$ cat src/rtl/mprj_io_cfg_loader.sv
// Purpose : per-pad configuration store plus serial sequencer that shifts every word
//           into the mprj_io pad-control chain and then strobes serial_load.
// Latency : xfer_start -> busy/first bit in 1 cycle; busy for 2*CLK_DIV*NUM_PADS*CFG_BITS + CLK_DIV cycles.
// Backpr. : no handshake; writes and xfer_start are dropped while busy, and xfer_start is also dropped in the DONE cycle.
//
// Ports:
//   wb_clk_i, wb_rst_i          clock, synchronous active-high reset
//   cfg_we/cfg_addr/cfg_wdata   store write port (pad index, word)
//   cfg_re/cfg_rdata            readback port (live only with MPRJ_IO_CFG_READBACK_EN)
//   xfer_start, busy, done      transfer request and status
//   serial_clock/serial_data_out/serial_load/serial_resetn   pad-ring chain
//
// Build option: define MPRJ_IO_CFG_READBACK_EN to enable the readback mux;
// without it cfg_re is ignored and cfg_rdata is tied to 0.

module mprj_io_cfg_loader #(
   parameter int                  NUM_PADS = 38,
   parameter int                  CFG_BITS = 13,
   parameter int                  CLK_DIV  = 2,
   parameter logic [CFG_BITS-1:0] CFG_INIT = CFG_BITS'(13'h0403)
) (
   input  logic                wb_clk_i,
   input  logic                wb_rst_i,
   input  logic                cfg_we,
   input  logic [5:0]          cfg_addr,
   input  logic [CFG_BITS-1:0] cfg_wdata,
   input  logic                cfg_re,
   output logic [CFG_BITS-1:0] cfg_rdata,
   input  logic                xfer_start,
   output logic                busy,
   output logic                done,
   output logic                serial_clock,
   output logic                serial_data_out,
   output logic                serial_load,
   output logic                serial_resetn
);

   localparam int PW = (NUM_PADS > 1) ? $clog2(NUM_PADS) : 1;
   localparam int BW = (CFG_BITS > 1) ? $clog2(CFG_BITS) : 1;
   localparam int DW = (CLK_DIV  > 1) ? $clog2(CLK_DIV)  : 1;

   localparam logic [PW-1:0] PAD_LAST = PW'(NUM_PADS - 1);
   localparam logic [BW-1:0] BIT_LAST = BW'(CFG_BITS - 1);
   localparam logic [DW-1:0] DIV_LAST = DW'(CLK_DIV - 1);

   typedef enum logic [2:0] {
      S_IDLE,
      S_SHIFT_LO,
      S_SHIFT_HI,
      S_LOAD,
      S_DONE
   } state_t;

   // Configuration store
   logic [CFG_BITS-1:0] r_store [NUM_PADS];

   // Sequencer state
   state_t        r_state;
   logic [PW-1:0] r_pad;
   logic [BW-1:0] r_bit;
   logic [DW-1:0] r_div;

   // Registered outputs
   logic r_busy;
   logic r_done;
   logic r_sclk;
   logic r_sdo;
   logic r_load;
   logic r_resetn;

   // Next-state / datapath wires
   state_t              w_state_nxt;
   logic [PW-1:0]       w_pad_nxt;
   logic [BW-1:0]       w_bit_nxt;
   logic [DW-1:0]       w_div_nxt;
   logic                w_sdo_upd;
   logic                w_div_last;
   logic [CFG_BITS-1:0] w_word;
   logic                w_sdo_bit;
   logic [PW-1:0]       w_addr;
   logic                w_addr_ok;
   logic                w_wr_ok;

   assign w_div_last = (r_div == DIV_LAST);

   // Address is range-checked at full width; the truncated copy is only used
   // once the check has passed.
   assign w_addr    = PW'(cfg_addr);
   assign w_addr_ok = ({26'd0, cfg_addr} < 32'(NUM_PADS));
   assign w_wr_ok   = cfg_we && !r_busy && w_addr_ok;

   // ---------------------------------------------------------------
   // Next-state logic
   // ---------------------------------------------------------------
   always_comb begin
      w_state_nxt = r_state;
      w_pad_nxt   = r_pad;
      w_bit_nxt   = r_bit;
      w_div_nxt   = r_div;
      w_sdo_upd   = 1'b0;

      case (r_state)
         S_IDLE: begin
            if (xfer_start) begin
               w_state_nxt = S_SHIFT_LO;
               w_pad_nxt   = PAD_LAST;
               w_bit_nxt   = BIT_LAST;
               w_div_nxt   = '0;
               w_sdo_upd   = 1'b1;
            end
         end

         S_SHIFT_LO: begin
            if (w_div_last) begin
               w_state_nxt = S_SHIFT_HI;
               w_div_nxt   = '0;
            end else begin
               w_div_nxt = r_div + DW'(1);
            end
         end

         S_SHIFT_HI: begin
            if (w_div_last) begin
               w_div_nxt = '0;
               if (r_bit == '0) begin
                  if (r_pad == '0) begin
                     w_state_nxt = S_LOAD;
                  end else begin
                     w_state_nxt = S_SHIFT_LO;
                     w_pad_nxt   = r_pad - PW'(1);
                     w_bit_nxt   = BIT_LAST;
                     w_sdo_upd   = 1'b1;
                  end
               end else begin
                  w_state_nxt = S_SHIFT_LO;
                  w_bit_nxt   = r_bit - BW'(1);
                  w_sdo_upd   = 1'b1;
               end
            end else begin
               w_div_nxt = r_div + DW'(1);
            end
         end

         S_LOAD: begin
            if (w_div_last) begin
               w_state_nxt = S_DONE;
               w_div_nxt   = '0;
            end else begin
               w_div_nxt = r_div + DW'(1);
            end
         end

         S_DONE: begin
            w_state_nxt = S_IDLE;
         end

         default: begin
            w_state_nxt = S_IDLE;
         end
      endcase
   end

   // Next data bit is fetched from the store using the advanced counters, so
   // serial_data_out only moves on the HI->LO boundary (or on start).
   always_comb begin
      w_word    = r_store[w_pad_nxt];
      w_sdo_bit = w_word[w_bit_nxt];
   end

   // ---------------------------------------------------------------
   // State register and registered outputs
   // ---------------------------------------------------------------
   always_ff @(posedge wb_clk_i) begin
      r_resetn <= ~wb_rst_i;
      if (wb_rst_i) begin
         r_state <= S_IDLE;
         r_pad   <= '0;
         r_bit   <= '0;
         r_div   <= '0;
         r_busy  <= 1'b0;
         r_done  <= 1'b0;
         r_sclk  <= 1'b0;
         r_sdo   <= 1'b0;
         r_load  <= 1'b0;
      end else begin
         r_state <= w_state_nxt;
         r_pad   <= w_pad_nxt;
         r_bit   <= w_bit_nxt;
         r_div   <= w_div_nxt;
         // Outputs are decoded from the next state so they line up with it
         // while still coming straight from flops.
         r_busy  <= (w_state_nxt == S_SHIFT_LO) || (w_state_nxt == S_SHIFT_HI) ||
                    (w_state_nxt == S_LOAD);
         r_done  <= (w_state_nxt == S_DONE);
         r_sclk  <= (w_state_nxt == S_SHIFT_HI);
         r_load  <= (w_state_nxt == S_LOAD);
         if (w_sdo_upd) begin
            r_sdo <= w_sdo_bit;
         end
      end
   end

   // ---------------------------------------------------------------
   // Configuration store
   // ---------------------------------------------------------------
   always_ff @(posedge wb_clk_i) begin
      if (wb_rst_i) begin
         for (int i = 0; i < NUM_PADS; i++) begin
            r_store[i] <= CFG_INIT;
         end
      end else if (w_wr_ok) begin
         r_store[w_addr] <= cfg_wdata;
      end
   end

`ifdef MPRJ_IO_CFG_READBACK_EN
   logic [CFG_BITS-1:0] r_rdata;

   // Reads are permitted during a transfer; the value is held between reads.
   always_ff @(posedge wb_clk_i) begin
      if (wb_rst_i) begin
         r_rdata <= '0;
      end else if (cfg_re) begin
         r_rdata <= w_addr_ok ? r_store[w_addr] : '0;
      end
   end

   assign cfg_rdata = r_rdata;
`else
   logic w_unused_re;
   assign w_unused_re = cfg_re;
   assign cfg_rdata   = '0;
`endif

   assign busy            = r_busy;
   assign done            = r_done;
   assign serial_clock    = r_sclk;
   assign serial_data_out = r_sdo;
   assign serial_load     = r_load;
   assign serial_resetn   = r_resetn;

endmodule

$ cat config.mk
export PLATFORM = sky130hd
export DESIGN_NAME = mprj_io_cfg_loader
export DESIGN_NICKNAME = d
export VERILOG_FILES = /design/src/rtl/mprj_io_cfg_loader.sv
export SDC_FILE = /design/constraint.sdc
export NUM_CORES = 1
export LEC_CHECK = 0
export BUFFER_PORTS_ARGS = -buffer_cell sky130_fd_sc_hd__buf_2
export CAP_MARGIN = 20
export CORE_AREA = 3 3 273 275
export DETAILED_ROUTE_END_ITERATION = 8
export DIE_AREA = 0 0 276 278
export PLACE_DENSITY = 0.75
export SETUP_SLACK_MARGIN = 0.15
export SYNTH_ARGS = -nofsm -noshare
export SYNTH_HDL_FRONTEND = slang
export SYNTH_SLANG_ARGS = --single-unit
$ cat constraint.sdc
create_clock -name wb_clk_i -period 4.4 [get_ports wb_clk_i]
set_input_delay 0 -clock wb_clk_i [delete_from_list [all_inputs] [get_ports wb_clk_i]]
set_output_delay 0 -clock wb_clk_i [all_outputs]
set_load 0.01 [all_outputs]
==> flow_summary_export.csv <==
group,metric,value,unit
die,chipHeight,278,um
power_and_ir_drop,worst_ir_drop_vdd,274,uV
outcome,outcome,"complete, no violations",
global_route,initial_antenna_violation_count,2,
die,die_area,76700,um^2
power_and_ir_drop,share_clk_of_total_power,38.6,%
timing,skew,0.0335,ns
setup_path,crit_path_max_fanout,12,
power_and_ir_drop,power.static_leakage,16.2,nW
timing,slew_viol_final,0,
detailed_routing,antenna_left,0,
clock_network,cts_tree,"yes",
setup_path,worst-r2r-setup-slack,0.24,ns
setup_path,worst_ep_arrival_time,4.68,ns
layout,final_cell_area,44600,um^2
global_route,globalRouteOverflowTotal,0,
clock_network,clock_path_buffers,3,
power_and_ir_drop,pwr-share-seq,50.2,%
global_route,pin_count_of_the_biggest_net_entering_global_routing,76,
clock_network,cts.sink_count,852,
synth,synth.avg_cell_area,12.2,um^2
synth,async_reset_ff_share,0,%
place,place.port_buffers,28,
power_and_ir_drop,power-per-cell-area,421,nW/um^2
detailed_routing,post-route-drc-count,0,
setup_path,kind_of_critical_path,"flip-flop to flip-flop",
detailed_routing,routed_wire_length_per_instance,23.0,um
die,initial_utilization,52.6,%
setup_path,worst_setup_path_start_kind,"flip-flop",
timing,rsz0062_at_grt,"no",
timing,maximum_frequency_from_static_timing_analysis,241,MHz
clock_network,cts_root_buf,"sky130_fd_sc_hd__clkbuf_16",
synth,seq_area_frac_synth,66.4,%
die,core_area,72600,um^2
layout,drive_gt1_share,10.9,%
clock_network,clk_slew_on_worst_s_h_paths,0.06,ns
power_and_ir_drop,switching_power,0.00470,W
clock_network,clock_latency,0.65,ns
timing,final.min_clock_period,4.16,ns
layout,layout_common_cells,"832 x sky130_fd_sc_hd__edfxtp_1, 604 x sky130_fd_sc_hd__nand2_1, 383 x sky130_fd_sc_hd__and2_1",
layout,area_growth_syn_to_layout,16.8,%
synth,ys_dominant_reg_cell,"sky130_fd_sc_hd__edfxtp_1",
synth,number_of_synthesized_flops_with_an_enable_pin,832,
synth,synth.yosys.warnings,0,
timing,timing.final.crit_share,94.5,%
clock_network,cts_inserted_buffers,87,
job,max_cap_violations,0,
detailed_routing,via_count,26900,
place,placement.cell_area,41400,um^2
synth,postSynthCellCount,3143,
detailed_routing,drtIter0Drc,3783,
clock_network,ctsHtreeMaxLevel,3,
place,dp_hpwl,65800,um
die,die_x_extent,276,um
place,gpl.final_weighted_congestion,0.927,
layout,utilization,61.5,%
timing,hold_viol,0,
layout,mostFrequentLayoutCell,"sky130_fd_sc_hd__edfxtp_1",
power_and_ir_drop,p_int,0.0141,W
layout,final_nets,3585,
die,num_io_pins,43,
power_and_ir_drop,switching_share_of_total_power,25.0,%
layout,antenna_cells,0,
detailed_routing,drt-vias-per-instance,5.88,
setup_path,cp.required,4.92,ns
synth,library_cells_used_by_synthesis,77,
timing,max-slew-margin-rel,31.9,%
timing,hold_ws,0.0497,ns
die,fp-row-count,99,
global_route,grt_pass1_wl,157000,um
hold_path,hold_class,"input port to flip-flop",
global_route,grtUsageTotal,26.9,%
global_route,first_global_vias,25700,
detailed_routing,routed_wl,105000,um
synth,synth-seq-cells,852,
power_and_ir_drop,power.total,0.0188,W
timing,setup_viol,0,
synth,synth.cell_area,38200,um^2
power_and_ir_drop,p_comb_share,11.2,%
setup_path,cp-end-kind,"flip-flop",
detailed_routing,drt_pass1_iterations,8,
timing,tightest_slew,1.02,ns
==> timing repair <==
action                                 4_1_cts  5_1_grt
pin swaps                                    1        3
resized for setup                            4       22
endpoints found under the hold margin       56       35
setup endpoints to repair                    1        1
setup buffers                                2        8
hold buffers                                 6        2
cloned                                       0        2
==> routing by layer <==
metal	vias up	global-route usage [%]	part of all wire, %
met5	-	0	0.012
met4	2	11.4	4.2
met3	274	4.83	12
met2	1628	42.9	47
met1	13100	36.8	38
li1	11900	-	-
==> critical path, stage by stage (launching register included) <==
cell and delay, ns:
sky130_fd_sc_hd__dfxtp_1 0.35, sky130_fd_sc_hd__or4_1 0.67, sky130_fd_sc_hd__o31ai_1 0.44, sky130_fd_sc_hd__o211a_2 0.68, sky130_fd_sc_hd__buf_4 0.34, sky130_fd_sc_hd__mux2i_1 0.11, sky130_fd_sc_hd__o211ai_1 0.36, sky130_fd_sc_hd__nand3_1 0.24
sky130_fd_sc_hd__o2111ai_1 0.42, sky130_fd_sc_hd__o31ai_2 0.11, sky130_fd_sc_hd__nor4_2 0.22, sky130_fd_sc_hd__a2111oi_2 0.08
==> cells in the mapped netlist (10+ instances only) <==
library cell                 n  area [um^2]
sky130_fd_sc_hd__a21oi_1    51          255
sky130_fd_sc_hd__a221oi_1   17          149
sky130_fd_sc_hd__a22oi_1    11         82.6
sky130_fd_sc_hd__a311oi_1   16          140
sky130_fd_sc_hd__a31oi_1    23          144
sky130_fd_sc_hd__a32o_1     10          100
sky130_fd_sc_hd__a32oi_1    17          149
sky130_fd_sc_hd__and2_1    383         2400
sky130_fd_sc_hd__buf_1      13         48.8
sky130_fd_sc_hd__buf_2      59          295
sky130_fd_sc_hd__buf_4      29          218
sky130_fd_sc_hd__clkbuf_1  145          544
sky130_fd_sc_hd__dfxtp_1    20          400
sky130_fd_sc_hd__edfxtp_1  832        25000
sky130_fd_sc_hd__mux2i_1   169         1690
sky130_fd_sc_hd__nand2_1   605         2270
sky130_fd_sc_hd__nand3_1   268         1340
sky130_fd_sc_hd__nand4_1    45          282
sky130_fd_sc_hd__nor2_1     87          327
sky130_fd_sc_hd__nor3_1     10         50.1
sky130_fd_sc_hd__o211ai_1   10         75.1
sky130_fd_sc_hd__o21ai_0    59          295
sky130_fd_sc_hd__or3_1     121          757
==> final timing paths <==
kind                               from  depth (start not counted)                      endpoint
setup / recovery    r_pad[2]$_SDFF_PP0_                         11  serial_data_out$_SDFFE_PP0P_
hold / removal             cfg_wdata[2]                          2      r_store[50][2]$_DFFE_PP_
setup reg to reg    r_pad[2]$_SDFF_PP0_                         11  serial_data_out$_SDFFE_PP0P_
hold reg to reg   r_state[0]$_SDFF_PP0_                          2         r_state[2]$_SDFF_PP0_
==> per-stage QoR <==
stage / TNS [ns] / std cells / setup slack (ns)
final: 0 / 4585 / 0.243
after global routing: 0 / 4585 / 0.146
after CTS: 0 / 4570 / 0.158
after detailed placement: -0.105 / 4405 / -0.105
after global placement: -0.0781 / 4404 / -0.0781
after floorplan: 0 / 3493 / 1.10
==> registers in the layout (all words and copies together) (netlist names) <==
name	flops
serial_clock	1
r_store	832
busy	1
r_div	1
r_state	3
done	1
serial_load	1
r_pad	6
serial_resetn	1
serial_data_out	1
r_bit	4
==> cell families after synthesis <==
| family | count (synthesis) | synth area share (%) |
|---|---|---|
| compound gates | 284 | 5.27 |
| other cells | 1 | 0.00981 |
| mux | 169 | 4.43 |
| buf+inv | 262 | 3.21 |
| fa+ha+maj | 3 | 0.0983 |
| flops | 852 | 66.4 |
| simple gates | 1572 | 20.6 |
==> layout make-up <==
| cell class | instances | area (um^2) |
|---|---|---|
| fillers | 5689 | 28000 |
| clock inverters | 47 | 445 |
| multi-input cells | 2379 | 13100 |
| repair buffers | 230 | 2080 |
| clock buffers | 110 | 2320 |
| well taps | 959 | 1200 |
| flip-flops and latches | 852 | 25400 |
| inverters | 8 | 30.0 |
==> power groups by stage <==
stage | Sequential (W) | Combinational [W] | Clock [W]
6_report | 0.00943 | 0.00210 | 0.00726
5_1_grt | 0.00946 | 0.00221 | 0.00764
4_1_cts | 0.00943 | 0.00199 | 0.00730
3_5_place_dp | 0.00960 | 0.00197 | 0
3_3_place_gp | 0.00958 | 0.00194 | 0
2_1_floorplan | 0.00956 | 0.00104 | 0
(Power assumes the default switching activity.)
